[src/rtl/pu_riscv_csr_file.sv]
// Machine-mode CSR file: combinational read/decode, edge-committed writes,
// cycle/instret counters and trap-entry / MRET updates of mstatus, mepc and mcause.
module pu_riscv_csr_file #(
    parameter int              XLEN       = 64,
    parameter bit              HAS_RVC    = 1'b1,
    parameter logic [XLEN-1:0] MTVEC_INIT = 'h200,
    parameter logic [XLEN-1:0] HARTID     = '0
) (
    input  logic            clk,
    input  logic            rstn,
    input  logic            ex_stall,
    input  logic [11:0]     ex_csr_reg,
    input  logic            ex_csr_we,
    input  logic [XLEN-1:0] ex_csr_wval,
    output logic [XLEN-1:0] st_csr_rval,
    output logic            st_csr_illegal,
    output logic [1:0]      st_xlen,
    input  logic            wb_retire,
    input  logic            trap_req,
    input  logic [XLEN-1:0] trap_cause,
    input  logic [XLEN-1:0] trap_pc,
    input  logic            mret_req,
    output logic [XLEN-1:0] st_mtvec,
    output logic [XLEN-1:0] st_mepc,
    output logic            st_mie
);
    localparam logic [1:0] RV32I = 2'b01;
    localparam logic [1:0] RV64I = 2'b10;

    localparam logic [11:0] CSR_MSTATUS  = 12'h300;
    localparam logic [11:0] CSR_MISA     = 12'h301;
    localparam logic [11:0] CSR_MTVEC    = 12'h305;
    localparam logic [11:0] CSR_MSCRATCH = 12'h340;
    localparam logic [11:0] CSR_MEPC     = 12'h341;
    localparam logic [11:0] CSR_MCAUSE   = 12'h342;
    localparam logic [11:0] CSR_MCYCLE   = 12'hB00;
    localparam logic [11:0] CSR_MINSTRET = 12'hB02;
    localparam logic [11:0] CSR_CYCLE    = 12'hC00;
    localparam logic [11:0] CSR_INSTRET  = 12'hC02;
    localparam logic [11:0] CSR_MHARTID  = 12'hF14;

    localparam logic [1:0]      XL        = (XLEN == 32) ? RV32I : RV64I;
    localparam logic [25:0]     MISA_EXT  = 26'h100 | (HAS_RVC ? 26'h4 : 26'h0);
    localparam logic [XLEN-1:0] MISA_VAL  = {XL, {(XLEN-28){1'b0}}, MISA_EXT};
    // Without RVC every PC is 4-byte aligned, so mepc[1] is dropped too.
    localparam logic [XLEN-1:0] EPC_MASK  = HAS_RVC ? ~XLEN'(1) : ~XLEN'(3);
    localparam logic [XLEN-1:0] TVEC_MASK = ~XLEN'(3);

    logic            mie, mpie;
    logic [XLEN-1:0] mtvec, mscratch, mepc, mcause, mcycle, minstret;
    logic            impl, ro, wr;

    always_comb begin
        st_csr_rval = '0;
        impl        = 1'b1;
        case (ex_csr_reg)
            CSR_MSTATUS:              st_csr_rval = XLEN'({mpie, 3'b000, mie, 3'b000});
            CSR_MISA:                 st_csr_rval = MISA_VAL;
            CSR_MTVEC:                st_csr_rval = mtvec;
            CSR_MSCRATCH:             st_csr_rval = mscratch;
            CSR_MEPC:                 st_csr_rval = mepc;
            CSR_MCAUSE:               st_csr_rval = mcause;
            CSR_MCYCLE, CSR_CYCLE:    st_csr_rval = mcycle;
            CSR_MINSTRET, CSR_INSTRET: st_csr_rval = minstret;
            CSR_MHARTID:              st_csr_rval = HARTID;
            default:                  impl = 1'b0;
        endcase
        ro             = (ex_csr_reg[11:10] == 2'b11) || (ex_csr_reg == CSR_MISA);
        st_csr_illegal = !impl || (ex_csr_we && ro);
        wr             = ex_csr_we && !ex_stall && impl && !ro;
    end

    assign st_xlen  = XL;
    assign st_mtvec = mtvec;
    assign st_mepc  = mepc;
    assign st_mie   = mie;

    always_ff @(posedge clk or negedge rstn) begin
        if (!rstn) begin
            mie      <= 1'b0;
            mpie     <= 1'b0;
            mtvec    <= MTVEC_INIT & TVEC_MASK;
            mscratch <= '0;
            mepc     <= '0;
            mcause   <= '0;
            mcycle   <= '0;
            minstret <= '0;
        end else begin
            // trap > mret > CSR write for the trap-owned registers
            if (trap_req) begin
                mpie   <= mie;
                mie    <= 1'b0;
                mepc   <= trap_pc & EPC_MASK;
                mcause <= trap_cause;
            end else begin
                if (mret_req) begin
                    mie  <= mpie;
                    mpie <= 1'b1;
                end else if (wr && ex_csr_reg == CSR_MSTATUS) begin
                    mie  <= ex_csr_wval[3];
                    mpie <= ex_csr_wval[7];
                end
                if (wr && ex_csr_reg == CSR_MEPC)   mepc   <= ex_csr_wval & EPC_MASK;
                if (wr && ex_csr_reg == CSR_MCAUSE) mcause <= ex_csr_wval;
            end

            if (wr && ex_csr_reg == CSR_MTVEC)    mtvec    <= ex_csr_wval & TVEC_MASK;
            if (wr && ex_csr_reg == CSR_MSCRATCH) mscratch <= ex_csr_wval;

            // a committed counter write replaces that cycle's increment
            if (wr && ex_csr_reg == CSR_MCYCLE) mcycle <= ex_csr_wval;
            else                                mcycle <= mcycle + 1'b1;

            if (wr && ex_csr_reg == CSR_MINSTRET) minstret <= ex_csr_wval;
            else if (wb_retire)                   minstret <= minstret + 1'b1;
        end
    end
endmodule
[config.mk]
export PLATFORM = sky130hd
export DESIGN_NAME = pu_riscv_csr_file
export DESIGN_NICKNAME = d
export VERILOG_FILES = /design/src/rtl/pu_riscv_csr_file.sv
export SDC_FILE = /design/constraint.sdc
export NUM_CORES = 1
export LEC_CHECK = 0
export CORE_ASPECT_RATIO = 2
export CORE_MARGIN = 2
export CORE_UTILIZATION = 25
export DETAILED_ROUTE_END_ITERATION = 12
export PLACE_DENSITY = 0.42
export SYNTH_ARGS = -nofsm -noshare
export SYNTH_HDL_FRONTEND = slang
export SYNTH_SLANG_ARGS = --single-unit
[constraint.sdc]
create_clock -name clk -period 5 [get_ports clk]
set_clock_uncertainty 0.2 [all_clocks]
set_input_delay 1 -clock clk [delete_from_list [all_inputs] [get_ports clk]]
set_output_delay 1 -clock clk [all_outputs]
set_load 0.03 [all_outputs]
### Word level (Yosys, flattened, before mapping)

Index checks and enable logic that the tools add are counted.

* $add $sub $neg: 2
* multipliers: 0
* div/mod/pow operators: 0
* order comparisons: 0
* equal/unequal tests: 12
* shift operators: 0
* mux-type cells: 15
* bitwise gates (word level): 0
* reductions and logical operators: 23

Operators by type and width (count)
* case mux 64 bit (8 select lines): 1
* 2-to-1 mux 64 bit: 7
* adder 64 x 1 -> 64 bit (second input constant): 2
* equality test 12 x 10 -> 1 bit (second input constant): 6
* equality test 12 bit (second input constant): 5
* logical AND 1 bit: 11
* OR reduction 11 bit: 1
* 2-to-1 mux 1 bit: 7
* nonzero test 2 bit: 3
* OR reduction 2 bit: 2
* logical NOT 1 bit: 3
* nonzero test 3 bit: 1
* equality test 2 bit (second input constant): 1
* logical OR 1 bit: 2

* flip-flop bits (word level): 384
* bits in latches: 0
* RAM bits: 0
* bits in read-only memories: 0
* bits of input ports: 211
* output and inout bits: 196
* word-level logic and storage cells: 60
* memories: 0

### Logic depth before layout (Yosys ltp)

* word-level depth: 9
* gate-level depth with buffers: 10
* mapped depth without buffers: 6

### Worst setup path before layout

Ideal clock, no wire load.

* kind: input to output
* start: input port ex_csr_reg[6]
* end: output port st_csr_rval[3]
* arrival: 3.168 ns
* data required time: 3.800 ns
* setup slack: 0.632 ns
* cell stages on the path: 7
* path buffers: 3
* cell sequence: clkbuf_1 > or4b_1 > clkbuf_1 > a2111oi_2 > clkbuf_1 > a222oi_1 > nand3_1

* cells in the longest elaborated chain, start to end: 3
* elaborated cells on any way between the ends: 13
* classes of those cells: eq/ne: 10; mux: 1; reduce/logical: 2

RTL lines
* start: declaration: line 12 `input logic [11:0] ex_csr_reg,`
* equality test 12 bit: line 56 `case (ex_csr_reg)`
* OR reduction 2 bit
* case mux 64 bit (8 select lines) *: line 56
* end: declaration: line 15 `output logic [XLEN-1:0] st_csr_rval,`

Mark *: on every way between the ends. The rest lies on a longest branch, timed or not.

### Worst setup path in the final report

* start: input port ex_csr_reg[1]
* end: output port st_csr_rval[52]

The elaborated chain is that of the path after synthesis.

==> impl_metrics.json <==
{
  "arrival_ns": 3.66,
  "yosys_warnings": 0,
  "hold_buffers": 0,
  "start_kind": "input port",
  "grt_pass1_vias": 19100,
  "via_count": 18500,
  "period_needed_ns": 4.86,
  "grtUsageTotal_pct": 20.1,
  "synth_cell_types": 58,
  "status": "completed",
  "cp_num_buf_inv": 4,
  "ant_nets": 0,
  "num_io_pins": 407,
  "cp-end-kind": "output port",
  "cts_tree": "yes",
  "fin_crit_sh_pct": 97.2,
  "fmax_mhz": 206,
  "area_delta_synth_final_pct": 36.6,
  "post_cts_buffers": 0,
  "synth-seq-cells": 383,
  "drive_gt1_share_pct": 14.4,
  "die_h_um": 406,
  "synth.top_cell.area_share_pct": 47.2,
  "place_congestion": 0.796,
  "clock-sinks": 383,
  "grt_overflow_total": 0,
  "setup_tns_ns": 0,
  "clk_pin_slew_ns": 0.06,
  "rsz0062_at_grt": "false",
  "slowest_delay_ns": 0.67,
  "syn_area_sq_um": 20200,
  "drc": 0,
  "dp.cells": 3455,
  "numPortBuffers": 400,
  "avgSynthCellArea_sq_um": 9.61,
  "synth_edf_count": 0,
  "core_sq_um": 80200,
  "h-tree-depth": 2,
  "path_class": "input port to output port",
  "layout.nets": 2670,
  "viasPerCell": 5.24,
  "clk-insertion-delay-late_ns": 0.59,
  "dieArea_sq_um": 83400,
  "ys_seq_area_share_pct": 47.3,
  "rows": 147,
  "drt_iter0_markers": 1255,
  "path_cells": "clkdlybuf4s50_1 > or4_1 > a2111oi_4 > buf_12 > buf_12 > a222oi_1 > nand3_1 > buf_12",
  "setup_viol": 0,
  "fin_cells": 3531,
  "most-common-layout-cells": "382 x dfrtp_1, 334 x clkdlybuf4s50_1, 288 x nand2_1, 124 x mux2_2, 123 x o21ai_0",
  "die_w_um": 205,
  "drv_cap": 0,
  "critPathSlowestCell": "or4_1",
  "tightest_slew_ns": 1.17,
  "final_common_cell": "dfrtp_1",
  "cts_resized": 0,
  "p_leak_nw": 11.2,
  "path_delay_family": "buffers and inverters",
  "finalMaxSlewViolations": 0,
  "slew-limit-headroom_pct": 21.5,
  "yosys-top-cells-area": "dfrtp_1 47%, mux2_2 6.9%, nand2_1 5.3%, a222oi_1 3.3%, a31oi_1 3.2%",
  "grt_max_degree": 129,
  "timing_hold_violations_final": 0,
  "async_flop_share_pct": 100,
  "hold_class": "input port to asynchronous set/reset pin",
  "vdd_drop_max_uv": 191,
  "wl_per_cell_um": 24.2,
  "cp_max_fo": 22,
  "crit_required_ns": 3.80,
  "wl_um": 85600,
  "ys.flop_type": "dfrtp_1",
  "post-dp-hpwl_um": 61300,
  "drtPass1Iterations": 8,
  "critPathMostFrequentCell": "buf_12",
  "p_per_area_nw_per_um2": 278,
  "start_util_pct": 25.2,
  "antenna_found_initial": 4,
  "grt_first_pass_wirelength_um": 125000,
  "yosysTopAreaCell": "dfrtp_1",
  "cts.path.max_buffers": 3,
  "root_buffer": "clkbuf_16",
  "syn_inst": 2108,
  "numCtsBuffers": 43
}
## Yosys cell counts, drive strengths merged (2+ instances only)
master   number
nand2b        5
mux2        126
a22oi        58
nand4b        3
nor3         19
buf          38
nor4         27
nand3b        2
inv          13
xor2         34
or4b          2
nand3       112
clkbuf      131
or3          21
nor4b         2
a222oi       66
mux2i        65
o31ai        23
a31oi       105
or4bb         2
and2          6
conb          2
dfrtp       382
a21o          3
nor2b        63
and4         20
or2           4
xnor2        50
or4          32
a21oi       108
nand2       288
nand4        38
a2111oi       3
o21ai       123
ha            2
o41ai         3
and3         19
nor2        100
## per-layer routing
layer | wire [um] | track usage, % | vias to the layer above
met5 | 11 | 0 | -
met4 | 3270 | 7.93 | 2
met3 | 3930 | 2.92 | 143
li1 | - | - | 8461
met2 | 48000 | 39.5 | 582
met1 | 30400 | 21.1 | 9311
## kinds of logic after synthesis
| logic type | Yosys count | share of synthesized area, % |
|---|---|---|
| AND/OR/NAND/NOR | 768 | 19.0 |
| XOR/XNOR | 84 | 3.63 |
| buffers and inverters | 182 | 3.79 |
| flip-flops | 383 | 47.3 |
| other | 2 | 0.0371 |
| multiplexers | 191 | 10.2 |
| adder cells (fa/ha/maj) | 2 | 0.124 |
| AO/OA/AOI/OAI | 496 | 15.8 |
## metrics by stage
stage / hold WS [ns] / instance area (sq um) / util (%) / power (W) / setup WS, ns
after floorplan: 0.265 / 20300 / - / 0.00379 / 0.632
after global placement: 0.289 / 26200 / 32.6 / 0.00431 / 0.111
after detailed placement: 0.296 / 26200 / 32.6 / 0.00433 / 0.0778
after CTS: 0.263 / 27700 / 34.5 / 0.00782 / 0.0627
after global routing: 0.283 / 27700 / 34.5 / 0.00802 / 0.0423
final: 0.258 / 27700 / 34.5 / 0.00770 / 0.138
## state kept, by name, indices dropped and copies added, names as in the netlist
signal    count
st_mepc      63
mscratch     64
st_mie        1
minstret     64
mcycle       64
mpie          1
mcause       64
st_mtvec     62
## power by group
part	switching, W	internal, W	total [W]
combinational	0.000461	0.000380	0.000841
clock	0.00140	0.00204	0.00344
sequential	0.000169	0.00325	0.00342
## final timing paths
kind / end / slack (ns) / cells past startpoint / from
setup / recovery: st_csr_rval[52] / 0.14 / 8 / ex_csr_reg[1]
hold / removal: st_mtvec[11]$_DFFE_PN0P_ / 0.26 / 1 / rstn
setup reg to reg: minstret[62]$_DFFE_PN0P_ / 1.64 / 6 / minstret[1]$_DFFE_PN0P_
hold reg to reg: mscratch[58]$_DFFE_PN0P_ / 0.31 / 1 / mscratch[58]$_DFFE_PN0P_
max in group asynchronous: minstret[5]$_DFFE_PN0P_ / 3.28 / 2 / rstn
min in group clk: mscratch[58]$_DFFE_PN0P_ / 0.31 / 1 / mscratch[58]$_DFFE_PN0P_
## cell type report
type                    instances  area (sq um)
well taps                    1043          1310
flip-flops and latches        383          9590
inverters                      13          48.8
clock buffers                  57          1200
clock inverters                17           273
repair buffers                470          5240
diodes                          2          5.00
fillers                      8350         52500
multi-input cells            1546         10000
Power figures use the tool's default switching activity.
